$ cat config.mk
export PLATFORM = sky130hd
export DESIGN_NAME = reset_sequencer
export DESIGN_NICKNAME = d
export VERILOG_FILES = /design/src/rtl/reset_sequencer.sv
export SDC_FILE = /design/constraint.sdc
export NUM_CORES = 1
export LEC_CHECK = 0
export ABC_AREA = 1
export BUFFER_PORTS_ARGS = -buffer_cell sky130_fd_sc_hd__buf_4
export CAP_MARGIN = 20
export CELL_PAD_IN_SITES_DETAIL_PLACEMENT = 1
export CELL_PAD_IN_SITES_GLOBAL_PLACEMENT = 2
export CORE_MARGIN = 2
export CORE_UTILIZATION = 36
export CTS_CLUSTER_DIAMETER = 150
export DETAILED_ROUTE_END_ITERATION = 8
export PLACE_DENSITY = 0.87
export SLEW_MARGIN = 40
export SYNTH_ARGS = -nofsm -noshare
export SYNTH_HDL_FRONTEND = slang
export SYNTH_SLANG_ARGS = --single-unit
$ cat constraint.sdc
create_clock -name io_mainClk -period 1.95 [get_ports io_mainClk]
set_clock_uncertainty 0.15 [all_clocks]
set_input_delay 0.0975 -clock io_mainClk [delete_from_list [all_inputs] [get_ports io_mainClk]]
set_output_delay 0.0975 -clock io_mainClk [all_outputs]
set_load 0.005 [all_outputs]
$ cat src/rtl/reset_sequencer.sv
// Board-level reset controller: synchronizes PLL lock and the GRESET button, debounces the
// button and stretches every reset into a fixed-length active-high pulse with cause/count status.
module reset_sequencer #(
    parameter int unsigned DEBOUNCE_CYCLES = 120000,
    parameter int unsigned HOLD_CYCLES     = 256
) (
    input  logic       io_mainClk,
    input  logic       io_asyncResetn,
    input  logic       io_pllLocked,
    input  logic       io_button,
    output logic       io_systemReset,
    output logic [1:0] io_resetCause,
    output logic [7:0] io_buttonResets
);
    localparam int unsigned DB_W   = (DEBOUNCE_CYCLES > 1) ? $clog2(DEBOUNCE_CYCLES) : 1;
    localparam int unsigned HOLD_W = (HOLD_CYCLES > 1) ? $clog2(HOLD_CYCLES) : 1;
    localparam logic [1:0] CAUSE_PLL = 2'd1;
    localparam logic [1:0] CAUSE_BTN = 2'd2;

    typedef enum logic [1:0] {
        ST_WAIT_LOCK = 2'd0,
        ST_HOLD      = 2'd1,
        ST_RUN       = 2'd2
    } state_t;

    logic              r_lock_meta;
    logic              r_lock_s;
    logic              r_btn_meta;
    logic              r_btn_s;
    logic              r_btn_db;
    logic              r_btn_db_q;
    logic [DB_W-1:0]   r_db_cnt;
    state_t            r_state;
    logic [HOLD_W-1:0] r_hold_cnt;
    logic              r_sys_rst;
    logic [1:0]        r_cause;
    logic [7:0]        r_btn_resets;

    state_t            w_next_state;
    logic [HOLD_W-1:0] w_hold_cnt_next;
    logic [1:0]        w_cause_next;
    logic [7:0]        w_btn_resets_next;
    logic              w_release;

    // Synchronizers and button debouncer; these run regardless of sequencer state.
    always_ff @(posedge io_mainClk or negedge io_asyncResetn) begin
        if (!io_asyncResetn) begin
            r_lock_meta <= 1'b0;
            r_lock_s    <= 1'b0;
            r_btn_meta  <= 1'b0;
            r_btn_s     <= 1'b0;
            r_btn_db    <= 1'b0;
            r_btn_db_q  <= 1'b0;
            r_db_cnt    <= '0;
        end else begin
            r_lock_meta <= io_pllLocked;
            r_lock_s    <= r_lock_meta;
            r_btn_meta  <= io_button;
            r_btn_s     <= r_btn_meta;
            r_btn_db_q  <= r_btn_db;
            if (r_btn_s == r_btn_db) begin
                r_db_cnt <= '0;
            end else if (r_db_cnt == DB_W'(DEBOUNCE_CYCLES - 1)) begin
                r_btn_db <= r_btn_s;
                r_db_cnt <= '0;
            end else begin
                r_db_cnt <= r_db_cnt + DB_W'(1);
            end
        end
    end

    assign w_release = r_btn_db_q & ~r_btn_db;

    // State register plus status flops that move on the same edge as the transition.
    always_ff @(posedge io_mainClk or negedge io_asyncResetn) begin
        if (!io_asyncResetn) begin
            r_state      <= ST_WAIT_LOCK;
            r_hold_cnt   <= '0;
            r_sys_rst    <= 1'b1;
            r_cause      <= 2'd0;
            r_btn_resets <= 8'd0;
        end else begin
            r_state      <= w_next_state;
            r_hold_cnt   <= w_hold_cnt_next;
            r_sys_rst    <= (w_next_state != ST_RUN);
            r_cause      <= w_cause_next;
            r_btn_resets <= w_btn_resets_next;
        end
    end

    // Lock loss always wins over a simultaneous button release.
    always_comb begin
        w_next_state      = r_state;
        w_hold_cnt_next   = r_hold_cnt;
        w_cause_next      = r_cause;
        w_btn_resets_next = r_btn_resets;
        case (r_state)
            ST_WAIT_LOCK: begin
                if (r_lock_s) begin
                    w_next_state    = ST_HOLD;
                    w_hold_cnt_next = '0;
                end
            end
            ST_HOLD: begin
                if (!r_lock_s) begin
                    w_next_state = ST_WAIT_LOCK;
                    w_cause_next = CAUSE_PLL;
                end else if (r_hold_cnt == HOLD_W'(HOLD_CYCLES - 1)) begin
                    w_next_state = ST_RUN;
                end else begin
                    w_hold_cnt_next = r_hold_cnt + HOLD_W'(1);
                end
            end
            ST_RUN: begin
                if (!r_lock_s) begin
                    w_next_state = ST_WAIT_LOCK;
                    w_cause_next = CAUSE_PLL;
                end else if (w_release) begin
                    w_next_state    = ST_HOLD;
                    w_hold_cnt_next = '0;
                    w_cause_next    = CAUSE_BTN;
                    if (r_btn_resets != 8'hFF) begin
                        w_btn_resets_next = r_btn_resets + 8'd1;
                    end
                end
            end
            default: begin
                w_next_state = ST_WAIT_LOCK;
            end
        endcase
    end

    assign io_systemReset  = r_sys_rst;
    assign io_resetCause   = r_cause;
    assign io_buttonResets = r_btn_resets;

endmodule

==> flow_summary.json, run 1 <==
{
  "status": "complete, no violations",
  "totalWireLength_mm": 4.982,
  "ys_ff_latch": 44,
  "cts_buffer_depth": 2,
  "worstPathMaxFanout": 8,
  "clock_power_share_pct": 35.0,
  "ys_warn_count": 0,
  "numCtsBuffers": 5,
  "tightestPinTransition_ns": 0.5638,
  "post_cts_buffers": 0,
  "slew_viol_final": 0,
  "clockRootBuffer": "clkbuf_8",
  "start_util_pct": 36.83,
  "first_iter_violations": 61,
  "synthCells": 282,
  "synth_nets": 289,
  "arrival_ns": 1.66,
  "swShare_pct": 24.95,
  "die-area_um2": 7080,
  "io_pins": 15,
  "grt_max_degree": 45,
  "timing.final.hold_violations": 0,
  "drv_cap": 0,
  "ant_nets": 0,
  "ff2ff_path_depth": 9,
  "gp_congestion": 0.7830,
  "viasPerCell": 4.753,
  "worst-setup-path-type": "flop to flop",
  "synth_top_cell_area_share_pct": 46.54,
  "die_h_um": 84.14,
  "slew_headroom_pct": 62.41,
  "grt_first_pass_wirelength_mm": 9.018,
  "fin_crit_sh_pct": 83.38,
  "pwr-share-seq_pct": 57.1,
  "ys_types": 28,
  "track_usage_pct": 15.58,
  "worst_r2r_endpoint": "r_hold_cnt[7]$_DFFE_PN0P_",
  "cts.clk_slew.worst_paths_ns": 0.08,
  "drcViolationCount": 0,
  "end_kind": "flop",
  "antenna_found_initial": 0,
  "tns_ns": 0,
  "hold_path_class": "primary input to asynchronous set/reset pin",
  "slowest_stage": "dfrtp_1",
  "netlist_area_um2": 2312,
  "cts_tree": "done",
  "io_buffers": 14,
  "vdd_drop_max_v": 0.0004188,
  "dpl-instance-area_um2": 2521,
  "finalSetupViolCount": 0,
  "postLayoutCellArea_um2": 2645,
  "final_cells": 385,
  "rsz0062_at_grt": "false",
  "p_per_area_nw_per_um2": 641.9,
  "slowest_delay_ns": 0.43,
  "cts_sinks": 44,
  "worstSetupStartpointType": "flop",
  "ys_seq_area_share_pct": 47.67,
  "p_comb_share_pct": 7.9,
  "path_cells": "ha_1, nand2_1, nor2_1, nand2_2, nand2_4, nand2_4, clkinv_4, nand2_1, o21ai_2",
  "fillers": 781,
  "antenna_cells": 0,
  "rrSetupSlack_ns": 0.32,
  "fmax_mhz": 615.0,
  "htreeDepth": 2,
  "setup_ws_ns": 0.3241,
  "dp_hpwl_mm": 3.770,
  "synthToLayoutAreaGrowth_pct": 14.39,
  "overflow": 0,
  "critical_path_required_ns": 1.99,
  "power.leakage_nw": 1.120,
  "place_ws_ns": 0.3293,
  "dp.cells": 374,
  "drive_above_1_share_pct": 17.86,
  "power_switching_w": 0.0004236,
  "nets": 314,
  "fp-row-count": 29,
  "die_w_um": 84.14,
  "ys_top_cells_by_area": "dfrtp_1 47%, nand2_1 10%, nor2_1 7.0%",
  "dr.pass1.iters": 4,
  "min_period_ns": 1.626,
  "syn-mean-instance-area_um2": 8.199,
  "clk_latency_ns": 0.29,
  "core_um2": 6277,
  "seqCellArea_um2": 1102,
  "wire_per_inst_um": 12.94,
  "multi_input_area_um2": 1066,
  "yosysTopAreaCell": "dfrtp_1",
  "via_count": 1830,
  "intPower_w": 0.001274,
  "grt_pass1_vias": 1918,
  "reg2reg_from": "r_hold_cnt[0]$_DFFE_PN0P_"
}
-- sequential cells by signal, summed over array words and instances, names as in the netlist --
name / flops
r_db_cnt: 17
io_buttonResets: 8
r_hold_cnt: 8
io_resetCause: 2
r_state: 2
io_systemReset: 1
r_btn_db: 1
r_btn_db_q: 1
r_btn_meta: 1
r_btn_s: 1
r_lock_meta: 1
r_lock_s: 1
-- power by group through the flow --
| stage | Clock, W | Combinational, W | Sequential, W |
|---|---|---|---|
| after floorplan | 0 | 0.0000837 | 0.000982 |
| after global placement | 0 | 0.000129 | 0.000986 |
| after detailed placement | 0 | 0.000135 | 0.000988 |
| after CTS | 0.000625 | 0.000140 | 0.000971 |
| after global routing | 0.000666 | 0.000155 | 0.000975 |
| final | 0.000594 | 0.000133 | 0.000970 |
-- worst max path at each step --
stage                                           to  slack (ns)  depth (start not counted)                           start
floorplan                r_hold_cnt[0]$_DFFE_PN0P_        0.49                          9       r_hold_cnt[0]$_DFFE_PN0P_
global placement         r_hold_cnt[0]$_DFFE_PN0P_        0.37                          9       r_hold_cnt[0]$_DFFE_PN0P_
detailed placement       r_hold_cnt[7]$_DFFE_PN0P_        0.33                          9       r_hold_cnt[0]$_DFFE_PN0P_
CTS                      r_hold_cnt[5]$_DFFE_PN0P_        0.30                          9       r_hold_cnt[0]$_DFFE_PN0P_
global route        io_buttonResets[4]$_DFFE_PN0P_        0.17                          8  io_buttonResets[0]$_DFFE_PN0P_
finish                   r_hold_cnt[7]$_DFFE_PN0P_        0.32                          9       r_hold_cnt[0]$_DFFE_PN0P_
-- worst max-delay path: cells and delay by family (launching register included) --
family                   cells  cell delay, ns
AO/OA/AOI/OAI                1            0.05
buffers and inverters        1            0.09
AND/OR/NAND/NOR              6            0.56
adder cells (fa/ha/maj)      1            0.24
flip-flops                   1            0.43
-- repair_timing --
action | 4_1_cts | 5_1_grt
gates resized for setup | 0 | 0
hold buffers | 3 | 0
endpoints found under the hold margin | 45 | 0
endpoints found under the setup margin | 0 | 0
-- stage by stage --
stage / utilization, % / power [W] / hold slack (ns)
2_1_floorplan: - / 0.001065 / -0.3481
3_3_place_gp: 40.16 / 0.001116 / -0.01868
3_5_place_dp: 40.16 / 0.001123 / -0.01571
4_1_cts: 42.14 / 0.001736 / 0.2019
5_1_grt: 42.14 / 0.001797 / 0.2197
6_report: 42.14 / 0.001698 / 0.1901
-- cell usage after synthesis --
library cell and number:
nand2_1 64, dfrtp_1 43, nor2_1 43, inv_1 31, nand3_1 23, xor2_1 10, nor2_2 7, a21oi_1 6
nor3_1 6, o21ai_1 6, inv_2 5, xnor2_1 5, nand2_2 4, nand3_2 4, ha_1 3, nand2_4 3
nor2_4 3, o21ai_2 3, nor3b_1 2, o21ai_0 2, o21bai_1 2, a31oi_1 1, clkinv_4 1, dfstp_2 1
nand3_4 1, nand3b_1 1, nand4_1 1, nor3_2 1
-- layout make-up --
cell class	instances	share of cell area, %
clock inverters	1	0.2838
multi-input cells	201	40.30
well taps	77	3.642
flip-flops and latches	44	41.67
repair buffers	18	5.393
clock buffers	7	3.264
inverters	37	5.440
-- cell families (layout without fill, tap and decap cells) --
logic type | Yosys count | after routing | share of synthesized area [%]
xor+xnor | 15 | 15 | 5.682
buf+inv | 37 | 63 | 6.223
fa+ha+maj | 3 | 3 | 1.624
compound gates | 20 | 20 | 5.087
flops | 44 | 44 | 47.67
simple gates | 163 | 163 | 33.71
-- metal layers --
| layer | global-route usage (%) | part of all wire (%) | vias up |
|---|---|---|---|
| li1 | - | - | 937 |
| met1 | 22.18 | 49 | 871 |
| met2 | 25.25 | 48 | 18 |
| met3 | 2.655 | 2.3 | 4 |
| met4 | 3.079 | 0.52 | 0 |
| met5 | 0 | 0 | - |
-- cells in the final DEF (no fill, tap or decap) --
cell            n
clkinv_4        1
dfrtp_1        43
clkbuf_1        1
a21oi_1         6
nor3_2          1
nand3_4         1
clkinvlp_4      1
a31oi_1         1
inv_2           5
o21ai_1         6
nor2_4          3
buf_4          15
ha_1            3
nand2_4         3
nand3b_1        1
dlygate4sd3_1   3
xor2_1         10
nand2_1        64
nor2_1         43
o21bai_1        2
nand4_1         1
nand3_1        23
nand2_2         4
nor3b_1         2
o21ai_2         3
inv_1          31
o21ai_0         2
dfstp_2         1
nand3_2         4
clkbuf_8        6
nor2_2          7
xnor2_1         5
nor3_1          6
Note: power is estimated with default switching activity, not from simulation.
==> run 2: changes to the inputs <==
--- a/config.mk
+++ b/config.mk
@@ -11,10 +11,10 @@
 export CELL_PAD_IN_SITES_DETAIL_PLACEMENT = 1
 export CELL_PAD_IN_SITES_GLOBAL_PLACEMENT = 2
 export CORE_MARGIN = 2
-export CORE_UTILIZATION = 36
+export CORE_UTILIZATION = 33
 export CTS_CLUSTER_DIAMETER = 150
 export DETAILED_ROUTE_END_ITERATION = 8
-export PLACE_DENSITY = 0.87
+export PLACE_DENSITY = 0.84
 export SLEW_MARGIN = 40
 export SYNTH_ARGS = -nofsm -noshare
 export SYNTH_HDL_FRONTEND = slang
==> constraint.sdc (replaced) <==
create_clock -name io_mainClk -period 1.49 [get_ports io_mainClk]
set_clock_uncertainty 0.15 [all_clocks]
set_input_delay 0.0745 -clock io_mainClk [delete_from_list [all_inputs] [get_ports io_mainClk]]
set_output_delay 0.0745 -clock io_mainClk [all_outputs]
set_load 0.005 [all_outputs]
==> run 2 against run 1 <==
The run now ends with negative setup slack left. Sequential share of layout area shrank 6.9 points. Combinational power grew to 2.5 times the previous value. Flip-flop and latch count is the same. Worst setup slack lost 0.33 ns. Largest cell class is now multi-input combinational cells. Largest power group unchanged. Highest routed layer unchanged.
==> flow_summary.json, run 2 (synthesis results as in run 1) <==
{
  "cts_buffer_depth": 2,
  "top_register": "r_db_cnt",
  "fmax_mhz": 666.8,
  "tightestPinTransition_ns": 0.5778,
  "tns_ns": -0.03325,
  "nets": 342,
  "grt_first_pass_wirelength_mm": 9.625,
  "critical_path_required_ns": 1.53,
  "track_usage_pct": 15.84,
  "grt_max_degree": 45,
  "cts_sinks": 44,
  "largest_register_ffs": 17,
  "overflow": 0,
  "numCtsBuffers": 5,
  "rrSetupSlack_ns": -0.01,
  "core_um2": 6794,
  "final_core_util_pct": 46.85,
  "violations": "negative setup slack",
  "first_iter_violations": 87,
  "hold_path_class": "primary input to asynchronous set/reset pin",
  "timing.final.hold_violations": 0,
  "die-area_um2": 7692,
  "layout_commonest_cell": "nand2_1",
  "setup_ws_ns": -0.009767,
  "clockRootBuffer": "clkbuf_8",
  "io_pins": 15,
  "ff2ff_path_depth": 6,
  "finalSetupViolCount": 6,
  "totalWireLength_mm": 5.691,
  "cts_tree": "done",
  "min_period_ns": 1.500,
  "slew_viol_final": 0,
  "fp-row-count": 30,
  "arrival_ns": 1.54,
  "start_util_pct": 34.03,
  "end_kind": "flop",
  "fin_crit_sh_pct": 100.7,
  "worstPathMaxFanout": 7,
  "rsz0062_at_grt": "true",
  "worst-setup-path-type": "flop to flop",
  "via_count": 2006,
  "worst_r2r_endpoint": "r_db_cnt[3]$_DFF_PN0_",
  "p_per_area_nw_per_um2": 801.7,
  "drcViolationCount": 0,
  "grt_pass1_vias": 2096,
  "htreeDepth": 2,
  "drv_cap": 0,
  "fillers": 803,
  "power.leakage_nw": 1.362,
  "synthToLayoutAreaGrowth_pct": 37.66,
  "dr.pass1.iters": 6,
  "die_w_um": 87.71,
  "worstSetupStartpointType": "flop",
  "clk_latency_ns": 0.31,
  "io_buffers": 14,
  "dp_hpwl_mm": 3.959,
  "cts.clk_slew.worst_paths_ns": 0.09,
  "antenna_cells": 0,
  "status": "finished, violations left",
  "viasPerCell": 4.644,
  "antenna_found_initial": 0,
  "final_cell_mix": "46 x nand2_1, 40 x buf_4, 40 x dfrtp_1",
  "die_h_um": 87.71,
  "slew_headroom_pct": 61.48,
  "gp_congestion": 0.8104,
  "reg2reg_from": "r_db_cnt[1]$_DFF_PN0_",
  "drive_above_1_share_pct": 38.10,
  "critPathLaunch": "r_db_cnt[1]$_DFF_PN0_",
  "wire_per_inst_um": 13.17,
  "vdd_drop_max_v": 0.0004449,
  "ant_nets": 0
}
## run 2: worst max path at each step
stage / endpoint / slack (ns) / cells after the start
6_report: r_db_cnt[3]$_DFF_PN0_ / -0.01 / 6
5_1_grt: io_buttonResets[7]$_DFFE_PN0P_ / -0.12 / 8
4_1_cts: r_hold_cnt[7]$_DFFE_PN0P_ / -0.005 / 9
3_5_place_dp: r_hold_cnt[7]$_DFFE_PN0P_ / -0.08 / 9
3_3_place_gp: r_hold_cnt[7]$_DFFE_PN0P_ / -0.008 / 9
2_1_floorplan: r_hold_cnt[0]$_DFFE_PN0P_ / 0.03 / 9
## run 2: metrics by stage
stage          instance area (um^2)  hold slack [ns]  worst slack [ns]  power (W)  instances
6_report                       3183           0.1704         -0.009767   0.002552        432
5_1_grt                        3183           0.2016           -0.1153   0.002663        432
4_1_cts                        2856           0.1741         -0.004849   0.002463        422
3_5_place_dp                   2665         -0.03309          -0.08119   0.001502        409
3_3_place_gp                   2665         -0.03902         -0.007828   0.001491        409
2_1_floorplan                  2312          -0.3711           0.02815   0.001394        282
## run 2: critical path, stage by stage, from the launching register on
cell	delay, ns
dfrtp_1	0.40
ha_4	0.18
nand3_4	0.09
nor2_4	0.20
nand3_4	0.17
nand2_8	0.15
nor2_1	0.05
## run 2: power breakdown
part           total (W)  switching [W]  internal (W)
clock           0.000936       0.000439      0.000497
sequential       0.00128      0.0000460       0.00123
combinational   0.000338       0.000194      0.000144
total            0.00255       0.000679       0.00187
## run 2: timing repair
item                                    CTS  global route
endpoints found under the hold margin    46             0
hold buffers                              3             0
endpoints found under the setup margin   20            32
setup buffers                             1            11
resized for setup                        10            63
pin swaps                                 1            22
gates cloned                              1             0
## run 2: layer usage
metal	GRT usage, %	vias up	share of wire [%]	wire length (um)
met5	0	-	0	0
met4	4.196	0	1.1	62
met3	2.828	9	2.2	124
met2	26.93	19	50	2869
met1	20.83	982	46	2634
li1	-	996	-	-
## run 2: cell type report
| type | count | area [um^2] | area share (%) |
|---|---|---|---|
| Sequential cell | 44 | 1106 | 34.75 |
| Multi-Input combinational cell | 202 | 1334 | 41.90 |
| Inverter | 37 | 158.9 | 4.992 |
| Clock inverter | 3 | 42.54 | 1.336 |
| Clock buffer | 5 | 68.82 | 2.162 |
| Timing Repair Buffer | 45 | 352.8 | 11.08 |
| Tap cell | 96 | 120.1 | 3.774 |
==> run 3: changes to the inputs <==
--- a/config.mk
+++ b/config.mk
@@ -14,6 +14,7 @@
 export CORE_UTILIZATION = 33
 export CTS_CLUSTER_DIAMETER = 150
 export DETAILED_ROUTE_END_ITERATION = 8
+export MAX_ROUTING_LAYER = met4
 export PLACE_DENSITY = 0.84
 export SLEW_MARGIN = 40
 export SYNTH_ARGS = -nofsm -noshare
==> run 3 against run 2 <==
The flow still finishes with violations (negative setup slack). Total power is essentially flat. First-iteration DRC count is the same. Fmax did not move. Combinational power is essentially flat. Critical path type unchanged. Critical endpoint unchanged. Largest cell class unchanged. Highest routed layer unchanged.
==> flow_summary.json, run 3 (synthesis results as in run 1) <==
{
  "status": "finished, violations left",
  "violations": "negative setup slack",
  "fin_crit_sh_pct": 100.7,
  "overflow": 0,
  "die_h_um": 87.71,
  "p_comb_share_pct": 13.3,
  "timing.final.hold_violations": 0,
  "setup_ws_ns": -0.009767,
  "swShare_pct": 26.62,
  "clock_power_share_pct": 36.7,
  "crit_top_cell": "nand3_4",
  "end_kind": "flop",
  "layout_commonest_cell": "nand2_1",
  "cts_tree": "done",
  "antenna_found_initial": 0,
  "antenna_cells": 0,
  "slowest_stage": "dfrtp_1",
  "viasPerCell": 4.644,
  "first_iter_violations": 87,
  "largest_register_ffs": 17,
  "fmax_mhz": 666.8,
  "ant_nets": 0,
  "grt_first_pass_wirelength_mm": 9.625,
  "pwr-share-seq_pct": 50.1,
  "worst-setup-path-type": "flop to flop",
  "critPathLaunch": "r_db_cnt[1]$_DFF_PN0_",
  "gp_congestion": 0.8223,
  "totalWireLength_mm": 5.691,
  "multi_input_area_um2": 1334,
  "tightestPinTransition_ns": 0.5778,
  "fillers": 803,
  "min_period_ns": 1.500,
  "finalSetupViolCount": 6,
  "drcViolationCount": 0,
  "dr.pass1.iters": 6,
  "slew_headroom_pct": 61.48,
  "core_um2": 6794,
  "worstSetupStartpointType": "flop",
  "power_switching_w": 0.0006792,
  "drv_cap": 0,
  "wire_per_inst_um": 13.17,
  "slew_viol_final": 0,
  "track_usage_pct": 16.33,
  "worstPathMaxFanout": 7,
  "grt_pass1_vias": 2097,
  "fp-row-count": 30,
  "tns_ns": -0.03325,
  "cts_buffer_depth": 2,
  "arrival_ns": 1.54,
  "intPower_w": 0.001873,
  "cts.clk_slew.worst_paths_ns": 0.09,
  "io_pins": 15,
  "slowest_delay_ns": 0.40,
  "htreeDepth": 2,
  "via_count": 2006,
  "die_w_um": 87.71,
  "cts_sinks": 44,
  "critical_path_required_ns": 1.53,
  "hold_path_class": "primary input to asynchronous set/reset pin",
  "seqCellArea_um2": 1106,
  "io_buffers": 14,
  "reg2reg_from": "r_db_cnt[1]$_DFF_PN0_",
  "power.leakage_nw": 1.362,
  "numCtsBuffers": 5,
  "start_util_pct": 34.03,
  "final_cell_mix": "46 x nand2_1, 40 x buf_4, 40 x dfrtp_1",
  "drive_above_1_share_pct": 38.10,
  "grt_max_degree": 45,
  "dp_hpwl_mm": 3.959,
  "place_ws_ns": -0.08119,
  "path_cells": "ha_4, nand3_4, nor2_4, nand3_4, nand2_8, nor2_1",
  "clk_latency_ns": 0.31,
  "synthToLayoutAreaGrowth_pct": 37.66,
  "die-area_um2": 7692,
  "nets": 342,
  "clockRootBuffer": "clkbuf_8",
  "p_per_area_nw_per_um2": 801.7,
  "vdd_drop_max_v": 0.0004449,
  "top_register": "r_db_cnt",
  "rsz0062_at_grt": "true"
}
-- run 3: power groups by stage --
stage | sequential, W | combinational (W) | clock, W
floorplan | 0.00128 | 0.000110 | 0
global placement | 0.00128 | 0.000209 | 0
detailed placement | 0.00128 | 0.000218 | 0
CTS | 0.00126 | 0.000238 | 0.000963
global route | 0.00128 | 0.000373 | 0.00101
finish | 0.00128 | 0.000338 | 0.000936
-- run 3: repair_timing --
| action | 4_1_cts | 5_1_grt |
|---|---|---|
| buffers inserted | 1 | 11 |
| pin swaps | 1 | 22 |
| gates cloned | 1 | 0 |
| hold endpoints to repair | 46 | 0 |
| setup endpoints to repair | 20 | 32 |
| resized for setup | 10 | 63 |
| hold buffers | 3 | 0 |
-- run 3: area by class of cell --
class,instances,area share (%)
well taps,96,3.774
repair buffers,45,11.08
flip-flops and latches,44,34.75
clock inverters,3,1.336
inverters,37,4.992
clock buffers,5,2.162
multi-input cells,202,41.90
-- run 3: worst paths after layout --
kind,endpoint,slack (ns),cells after the start
setup / recovery,r_db_cnt[3]$_DFF_PN0_,-0.01,6
min in group io_mainClk,r_lock_s$_DFF_PN0_,0.21,0
max in group asynchronous,io_buttonResets[2]$_DFFE_PN0P_,0.59,2
setup reg to reg,r_db_cnt[3]$_DFF_PN0_,-0.01,6
hold / removal,io_buttonResets[7]$_DFFE_PN0P_,0.17,2
hold reg to reg,r_lock_s$_DFF_PN0_,0.21,0
-- run 3: critical path: cells and delay by family, from the launching register on --
kind	cells	cell delay (ns)
flops	1	0.40
simple gates	5	0.66
fa+ha+maj	1	0.18
-- run 3: per-stage QoR --
step	instance area, um^2	hold slack (ns)	cells	util, %	power, W
floorplan	2312	-0.3711	282	-	0.001394
global placement	2665	-0.03902	409	39.23	0.001491
detailed placement	2665	-0.03309	409	39.23	0.001502
CTS	2856	0.1741	422	42.04	0.002463
global route	3183	0.2016	432	46.85	0.002663
finish	3183	0.1704	432	46.85	0.002552
-- run 3: per-layer routing --
layer | track usage, % | share of wire, % | vias to the layer above
met2 | 26.93 | 50 | 19
met4 | 4.196 | 1.1 | 0
li1 | - | - | 996
met5 | - | 0 | -
met1 | 20.83 | 46 | 982
met3 | 2.828 | 2.2 | 9
